===== config.mk =====
export PLATFORM = sky130hd
export DESIGN_NAME = control_pipe
export DESIGN_NICKNAME = d
export VERILOG_FILES = /design/src/rtl/control_pipe.sv
export SDC_FILE = /design/constraint.sdc
export NUM_CORES = 1
export LEC_CHECK = 0
export CORE_UTILIZATION = 44
export CTS_CLUSTER_SIZE = 25
export DETAILED_ROUTE_END_ITERATION = 12
export HOLD_SLACK_MARGIN = 0.15
export PLACE_DENSITY = 0.82
export REMOVE_ABC_BUFFERS = 1
export SLEW_MARGIN = 10
export SYNTH_ARGS = -nofsm -noshare
export SYNTH_HDL_FRONTEND = slang
export SYNTH_SLANG_ARGS = --single-unit

===== constraint.sdc =====
create_clock -name clk -period 0.9 [get_ports clk]
set_input_delay 0.18 -clock clk [delete_from_list [all_inputs] [get_ports clk]]
set_output_delay 0.18 -clock clk [all_outputs]
set_load 0.05 [all_outputs]

===== src/rtl/control_pipe.sv =====
`default_nettype none
// ============================================================================
// Module   : control_pipe
// Purpose  : Carries decoder controls through ID/EX, EX/MEM and MEM/WB. Inserts
//            bubbles on a branch flush or a load-use stall, and freezes on hold.
// Macro    : HAZARD_DETECT_EN enables load-use detection (stall_out).
// Revision : 1.0 - initial release
// ============================================================================
module control_pipe #(
   parameter int REG_W    = 5,
   parameter int ZERO_REG = 31
) (
   input  logic             clk,
   input  logic             rst_n,
   input  logic             id_valid,
   input  logic [1:0]       id_aluOp,
   input  logic             id_aluSrc,
   input  logic             id_branch,
   input  logic             id_isZeroBranch,
   input  logic             id_isUnconBranch,
   input  logic             id_memRead,
   input  logic             id_memWrite,
   input  logic             id_regWrite,
   input  logic             id_mem2reg,
   input  logic [REG_W-1:0] id_rd,
   input  logic [REG_W-1:0] id_rs1,
   input  logic [REG_W-1:0] id_rs2,
   input  logic             id_rs1_used,
   input  logic             id_rs2_used,
   input  logic             hold,
   input  logic             flush,
   output logic             stall_out,
   output logic             ex_valid,
   output logic [1:0]       ex_aluOp,
   output logic             ex_aluSrc,
   output logic             mem_valid,
   output logic             mem_branch,
   output logic             mem_isZeroBranch,
   output logic             mem_isUnconBranch,
   output logic             mem_memRead,
   output logic             mem_memWrite,
   output logic             wb_valid,
   output logic             wb_regWrite,
   output logic             wb_mem2reg,
   output logic [REG_W-1:0] ex_rd,
   output logic [REG_W-1:0] mem_rd,
   output logic [REG_W-1:0] wb_rd
);

   localparam logic [REG_W-1:0] c_zeroReg = REG_W'(ZERO_REG);

   typedef struct packed {
      logic             valid;
      logic [1:0]       aluOp;
      logic             aluSrc;
      logic             branch;
      logic             isZeroBranch;
      logic             isUnconBranch;
      logic             memRead;
      logic             memWrite;
      logic             regWrite;
      logic             mem2reg;
      logic [REG_W-1:0] rd;
   } idExCtrl_t;

   typedef struct packed {
      logic             valid;
      logic             branch;
      logic             isZeroBranch;
      logic             isUnconBranch;
      logic             memRead;
      logic             memWrite;
      logic             regWrite;
      logic             mem2reg;
      logic [REG_W-1:0] rd;
   } exMemCtrl_t;

   typedef struct packed {
      logic             valid;
      logic             regWrite;
      logic             mem2reg;
      logic [REG_W-1:0] rd;
   } memWbCtrl_t;

   idExCtrl_t  r_idEx;
   exMemCtrl_t r_exMem;
   memWbCtrl_t r_memWb;
   idExCtrl_t  w_idCtrl;
   exMemCtrl_t w_exMemNext;
   memWbCtrl_t w_memWbNext;
   logic       w_loadUse;

   // An invalid ID slot, or a don't-care mem2reg, must enter the pipe as clean zeros.
   always_comb begin
      w_idCtrl = '0;
      if (id_valid) begin
         w_idCtrl.valid         = 1'b1;
         w_idCtrl.aluOp         = id_aluOp;
         w_idCtrl.aluSrc        = id_aluSrc;
         w_idCtrl.branch        = id_branch;
         w_idCtrl.isZeroBranch  = id_isZeroBranch;
         w_idCtrl.isUnconBranch = id_isUnconBranch;
         w_idCtrl.memRead       = id_memRead;
         w_idCtrl.memWrite      = id_memWrite;
         w_idCtrl.regWrite      = id_regWrite;
         w_idCtrl.mem2reg       = id_regWrite & id_mem2reg;
         w_idCtrl.rd            = id_rd;
      end
   end

   always_comb begin
      w_exMemNext.valid         = r_idEx.valid;
      w_exMemNext.branch        = r_idEx.branch;
      w_exMemNext.isZeroBranch  = r_idEx.isZeroBranch;
      w_exMemNext.isUnconBranch = r_idEx.isUnconBranch;
      w_exMemNext.memRead       = r_idEx.memRead;
      w_exMemNext.memWrite      = r_idEx.memWrite;
      w_exMemNext.regWrite      = r_idEx.regWrite;
      w_exMemNext.mem2reg       = r_idEx.mem2reg;
      w_exMemNext.rd            = r_idEx.rd;
      w_memWbNext.valid         = r_exMem.valid;
      w_memWbNext.regWrite      = r_exMem.regWrite;
      w_memWbNext.mem2reg       = r_exMem.mem2reg;
      w_memWbNext.rd            = r_exMem.rd;
   end

`ifdef HAZARD_DETECT_EN
   assign w_loadUse = id_valid & r_idEx.valid & r_idEx.memRead & (r_idEx.rd != c_zeroReg) &
                      ((id_rs1_used & (id_rs1 == r_idEx.rd)) |
                       (id_rs2_used & (id_rs2 == r_idEx.rd)));
`else
   logic w_unusedHazardIns;
   assign w_unusedHazardIns = ^{id_rs1, id_rs2, id_rs1_used, id_rs2_used, c_zeroReg};
   assign w_loadUse         = 1'b0;
`endif

   // A flushed ID instruction is dead, so it never needs to stall.
   assign stall_out = w_loadUse & ~flush;

   always_ff @(posedge clk or negedge rst_n) begin
      if (!rst_n) begin
         r_idEx  <= '0;
         r_exMem <= '0;
         r_memWb <= '0;
      end else if (flush) begin
         r_idEx  <= '0;
         r_exMem <= '0;
         r_memWb <= w_memWbNext;
      end else if (!hold) begin
         r_idEx  <= w_loadUse ? '0 : w_idCtrl;
         r_exMem <= w_exMemNext;
         r_memWb <= w_memWbNext;
      end
   end

   assign ex_valid          = r_idEx.valid;
   assign ex_aluOp          = r_idEx.aluOp;
   assign ex_aluSrc         = r_idEx.aluSrc;
   assign ex_rd             = r_idEx.rd;
   assign mem_valid         = r_exMem.valid;
   assign mem_branch        = r_exMem.branch;
   assign mem_isZeroBranch  = r_exMem.isZeroBranch;
   assign mem_isUnconBranch = r_exMem.isUnconBranch;
   assign mem_memRead       = r_exMem.memRead;
   assign mem_memWrite      = r_exMem.memWrite;
   assign mem_rd            = r_exMem.rd;
   assign wb_valid          = r_memWb.valid;
   assign wb_regWrite       = r_memWb.regWrite;
   assign wb_mem2reg        = r_memWb.mem2reg;
   assign wb_rd             = r_memWb.rd;

endmodule
`default_nettype wire


==> results.yml, run 1 <==
worst_setup_path:
  cp-endpoint: "mem_rd[1]"
  cp.required_ns: 0.72
  cp-start-kind: "register"
  r2r_end: "wb_rd[1]"
  reg2reg_from: "mem_rd[1]"
  cpPeakStageDelay_ns: 0.45
  critPathLaunch: "mem_rd[1]"
  worst-path-max-fanout: 2
  critical-path-top-delay-family: "flip-flops"
  reg2reg_slack_ns: -0.10
  cp.buffers_inverters: 1
  r2r_cells: 2
  arrival_ns: 0.91
  path_cells: "buf_12"
  endpoint_kind: "primary output"
  cp.depth: 1
  cp_slowest_cell: "dfrtp_1"
  path_class: "register to primary output"
yosys:
  synth_flop_cell: "dfrtp_1"
  syn_inst: 144
  yosysSeqAreaShare: 0.5547
  netlist_area_sq_mm: 0.001669
  synth.top_cells.by_count: "dfrtp_1, a21oi_1, buf_4, nand2_1"
  synth_top_area_cell: "dfrtp_1"
  yosysTopAreaCellShare: 0.5547
  yosys_warnings: 0
  ys_top_cells_by_area: "dfrtp_1, mux2i_1, mux2_4"
  synth_edf_count: 0
  synth.most_common_cell: "dfrtp_1"
  async_reset_ff_frac: 1.000
  syn_avg_cell_area_sq_um: 11.59
  synthDistinctLibCells: 15
  synth_seq_cells: 37
power:
  vdd_drop_max_v: 0.0007401
  power_leakage_nw: 1.237
  p_per_area_mw_per_mm2: 1344
clocking:
  h-tree-depth: 2
  cts_tree: "done"
  clockBufferDepth: 2
  clkTransAtPathRegs_ns: 0.08
  root_buffer: "clkbuf_8"
  clock_sinks: 37
  cts_buffers: 5
  clk_latency_ns: 0.28
drt:
  vias: 1247
  drc: 0
  vias_per_cell: 5.049
  drt_iter0_markers: 59
  wl_per_cell_um: 18.37
  drtAntennaViolNets: 0
  wl_um: 4537
  drtPass1Iterations: 4
floorplan:
  dieWidth_um: 63.59
  die_y_um: 63.59
  io_pins: 61
  fp.coreArea_sq_mm: 0.003661
  die_area_sq_mm: 0.004044
  rows: 22
  start_util: 0.4559
place:
  routabilityCongestion: 0.7015
  dp_cells: 221
  port_buffers: 47
  dp_hpwl_um: 2775
layout:
  n_antenna_cell: 0
  layout-drive-gt1-share: 0.3719
  final_core_util: 0.7324
  final_cells: 247
  num-nets-final: 231
  areaGrowthSynthToFinish_pct: 60.64
sta:
  hold_viol: 0
  finClkSkew_ns: 0.01173
  finalCritPeriodShare: 1.212
  setup_ws_ns: -0.1907
  maxSlewViolCount: 0
  max_freq_mhz: 916.8
  min_period_ns: 1.091
  setup_viol: 38
  rsz0062_at_grt: "true"
global_routing:
  gr-usage-all-layers: 0.2180
  antenna_found_initial: 0
  grt_overflow: 0
  grt_max_degree: 45
  grt_pass1_vias: 1310
  grt_pass1_wl_um: 6527
hold_path:
  hold_path_class: "input port to asynchronous set/reset pin"
job:
  drv_cap: 0
run_status:
  violations: "negative setup slack"
  outcome: "finished, violations left"
final cells by class:
cell class | count | area [sq um]
Clock buffer | 7 | 86.33
Multi-Input combinational cell | 83 | 595.6
Timing Repair Buffer | 72 | 1011
Sequential cell | 37 | 928.4
Tap cell | 48 | 60.06
Fill cell | 216 | 979.7
through the flow:
step	total power [mW]	TNS [ns]	hold WS (ns)	setup WS, ns	instance area [sq um]
floorplan	1.995	-0.9522	-0.1156	-0.1056	1501
global placement	2.371	-13.10	0.09413	-0.4461	2385
detailed placement	2.398	-15.05	0.1017	-0.5002	2385
CTS	3.548	-4.059	0.3533	-0.1499	2624
global route	3.709	-5.267	0.3953	-0.2014	2681
finish	3.605	-4.468	0.3610	-0.1907	2681
repair_timing:
item	CTS	global route
setup buffers	17	1
endpoints found under the setup margin	65	54
gates resized for setup	6	13
hold buffers	1	0
pin swaps	2	2
hold endpoints to repair	37	0
logic make-up (layout without fill, tap and decap cells):
kind of cell | Yosys count | after routing | synth area share
simple gates | 45 | 45 | 0.1417
mux | 22 | 22 | 0.1559
compound gates | 15 | 15 | 0.04498
buf+inv | 24 | 79 | 0.1004
other cells | 1 | 1 | 0.002247
flops | 37 | 37 | 0.5547
registers in the layout, summed over array words and instances, names as in the netlist:
| name | count |
|---|---|
| ex_rd | 5 |
| r_idEx | 7 |
| ex_valid | 1 |
| mem_rd | 5 |
| wb_mem2reg | 1 |
| wb_valid | 1 |
| mem_valid | 1 |
| mem_branch | 1 |
| mem_memWrite | 1 |
| mem_isUnconBranch | 1 |
| wb_regWrite | 1 |
| wb_rd | 5 |
| mem_memRead | 1 |
| r_exMem | 2 |
| ex_aluOp | 2 |
| ex_aluSrc | 1 |
| mem_isZeroBranch | 1 |
worst min-delay path by stage:
stage | startpoint | end | slack (ns) | cells after the start
after floorplan | rst_n | ex_aluOp[0] | -0.12 | 0
after global placement | rst_n | wb_rd[3] | 0.09 | 1
after detailed placement | rst_n | wb_rd[3] | 0.10 | 1
after CTS | rst_n | ex_rd[0] | 0.35 | 2
after global routing | rst_n | wb_rd[3] | 0.40 | 2
final | rst_n | mem_rd[2] | 0.36 | 2
cell usage in the layout, fill, tap and decap left out, types with 2 or more instances in the layout:
cell,instances
buf_2,2
nor2_1,14
clkbuf_8,6
buf_4,10
mux2_4,8
a21oi_2,2
clkdlybuf4s50_1,15
nand3b_1,14
buf_6,11
buf_12,31
dfrtp_1,35
mux2i_1,13
dfrtp_2,2
nand2_1,15
a21oi_1,13
per-layer routing:
layer | global-route usage | wire [um] | vias up
met5 | 0 | 0 | -
met4 | 0.05682 | 0 | 0
met3 | 0.06884 | 209 | 0
met2 | 0.3737 | 2426 | 45
met1 | 0.2627 | 1901 | 625
li1 | - | - | 577
power by group:
| group | leakage [nW] | internal, mW | switching (mW) | total [mW] |
|---|---|---|---|---|
| combinational | 0.686 | 0.340 | 0.330 | 0.670 |
| clock | 0.0443 | 0.608 | 0.567 | 1.17 |
| sequential | 0.506 | 1.71 | 0.0510 | 1.76 |
Power figures use the tool's default switching activity.
==> run 2: changes to the inputs <==
CTS_CLUSTER_DIAMETER = 40   (was default)
==> results of run 2 <==
No change in the layout: final DEF, timing and power equal those of run 1.
==> run 3: changes to the inputs <==
CORE_ASPECT_RATIO = 1.5   (was default)
==> run 3 against run 2 <==
Compared with the run above: the run still ends with negative setup slack left; maximum frequency grew 2.8%; combinational power grew 1%; first-iteration DRC count shrank 32%; count of clock-buffer cells in the layout shrank 2; non-clock buffer count is the same; routed wire length shrank 5.0%; global-route usage shrank 0.42 points; power shrank 3.7%; worst setup slack gained 0.030 ns; critical path depth is the same; cell count shrank 2.4%; largest cell class unchanged; largest power group unchanged.
==> results.yml, run 3 (synthesized netlist as in run 1, its figures left out) <==
run_status:
  outcome: "finished, violations left"
  violations: "negative setup slack"
sta:
  maxSlewViolCount: 0
  hold_viol: 0
  setup_viol: 38
  finalSetupTns_ns: -4.230
  finClkSkew_ns: 0.01197
  rsz0062_at_grt: "true"
  finalCritPeriodShare: 1.179
  setup_ws_ns: -0.1608
  max_freq_mhz: 942.7
  min_period_ns: 1.061
layout:
  fin_area_sq_mm: 0.002663
  final_cell_mix: "dfrtp_1, buf_12, nand2_1, clkdlybuf4s50_1"
  largest_reg_flops: 7
  num-nets-final: 231
  largest-register: "r_idEx"
  final_common_cell: "dfrtp_1"
  n_antenna_cell: 0
  areaGrowthSynthToFinish_pct: 59.52
  layout-drive-gt1-share: 0.3535
power:
  power_leakage_nw: 1.243
  vdd_drop_max_v: 0.0009963
  p_per_area_mw_per_mm2: 1304
clocking:
  cts_tree: "done"
  h-tree-depth: 2
  cts_buffers: 5
  clockBufferDepth: 2
  clk_latency_ns: 0.28
  clock_sinks: 37
  root_buffer: "clkbuf_8"
  clkTransAtPathRegs_ns: 0.07
worst_setup_path:
  worst-path-max-fanout: 2
  cp_slowest_cell: "dfrtp_1"
  r2r_cells: 2
  critical-path-top-delay-family: "flip-flops"
  reg2reg_from: "mem_rd[2]"
  cp.required_ns: 0.72
  path_class: "register to primary output"
  cp.buffers_inverters: 1
  endpoint_kind: "primary output"
  critPathLaunch: "wb_regWrite"
  cpPeakStageDelay_ns: 0.43
  arrival_ns: 0.88
  r2r_end: "wb_rd[2]"
  cp-start-kind: "register"
  cp.depth: 1
  reg2reg_slack_ns: -0.05
  cp-endpoint: "wb_regWrite"
  path_cells: "buf_12"
drt:
  drtPass1Iterations: 4
  vias: 1250
  wl_per_cell_um: 17.88
  drt_iter0_markers: 40
  drc: 0
  drtAntennaViolNets: 0
  vias_per_cell: 5.187
  wl_um: 4308
floorplan:
  rows: 27
  fp.coreArea_sq_mm: 0.003649
  start_util: 0.4575
  dieWidth_um: 52.29
  io_pins: 61
  die_y_um: 77.43
  die_area_sq_mm: 0.004049
place:
  place_area_sq_mm: 0.002384
  pre_cts_ws_ns: -0.4876
  port_buffers: 47
  routabilityCongestion: 0.6869
  dp_hpwl_um: 2561
job:
  drv_cap: 0
hold_path:
  hold_path_class: "input port to register"
global_routing:
  grt_max_degree: 45
  grt_overflow: 0
  grt_pass1_wl_um: 6327
  grt_pass1_vias: 1275
  gr-usage-all-layers: 0.2138
  antenna_found_initial: 0
run 3: cell type report:
| cell class | count | area [sq um] |
|---|---|---|
| Clock buffer | 5 | 68.82 |
| Timing Repair Buffer | 72 | 1030 |
| Sequential cell | 37 | 925.9 |
| Tap cell | 43 | 53.80 |
| Multi-Input combinational cell | 83 | 579.3 |
| Clock inverter | 1 | 5.005 |
| Fill cell | 215 | 985.9 |
run 3: per-stage QoR:
| stage | hold slack, ns | cells | total power, mW | utilization |
|---|---|---|---|---|
| after floorplan | -0.1156 | 120 | 1.995 | - |
| after global placement | 0.1564 | 215 | 2.375 | 0.6533 |
| after detailed placement | 0.1690 | 215 | 2.401 | 0.6533 |
| after CTS | 0.3779 | 236 | 3.475 | 0.7123 |
| after global routing | 0.4055 | 241 | 3.600 | 0.7298 |
| final | 0.3926 | 241 | 3.471 | 0.7298 |
run 3: repair_timing:
item | CTS | global route
hold endpoints to repair | 37 | 0
setup endpoints to repair | 65 | 41
hold buffers | 1 | 0
setup buffers | 13 | 5
resized for setup | 3 | 7
pin swaps | 0 | 2
gates cloned | 1 | 0
run 3: tightest hold or removal path, stage by stage:
cell	delay, ns
buf_2	0.13
buf_12	0.18
nand2_1	0.08
a21oi_1	0.05
run 3: worst min path at each step:
| stage | slack, ns | to | start | cells after the start |
|---|---|---|---|---|
| 2_1_floorplan | -0.12 | ex_aluOp[0] | rst_n | 0 |
| 3_3_place_gp | 0.16 | mem_valid | rst_n | 2 |
| 3_5_place_dp | 0.17 | mem_valid | rst_n | 2 |
| 4_1_cts | 0.38 | ex_aluSrc | hold | 4 |
| 5_1_grt | 0.41 | ex_aluSrc | hold | 4 |
| 6_report | 0.39 | ex_rd[3] | hold | 4 |
run 3: power by group:
| part | internal [mW] | switching (mW) | leakage, nW |
|---|---|---|---|
| logic | 0.351 | 0.328 | 0.694 |
| clock network | 0.509 | 0.525 | 0.0399 |
| registers | 1.71 | 0.0486 | 0.509 |
run 3: metal layers:
metal  wire length, um  vias up  track usage
met5                 0        -            0
met4                78        0      0.06842
met3               271       11      0.06667
met2              2306       50       0.3797
met1              1650      620       0.2309
li1                  -      569            -
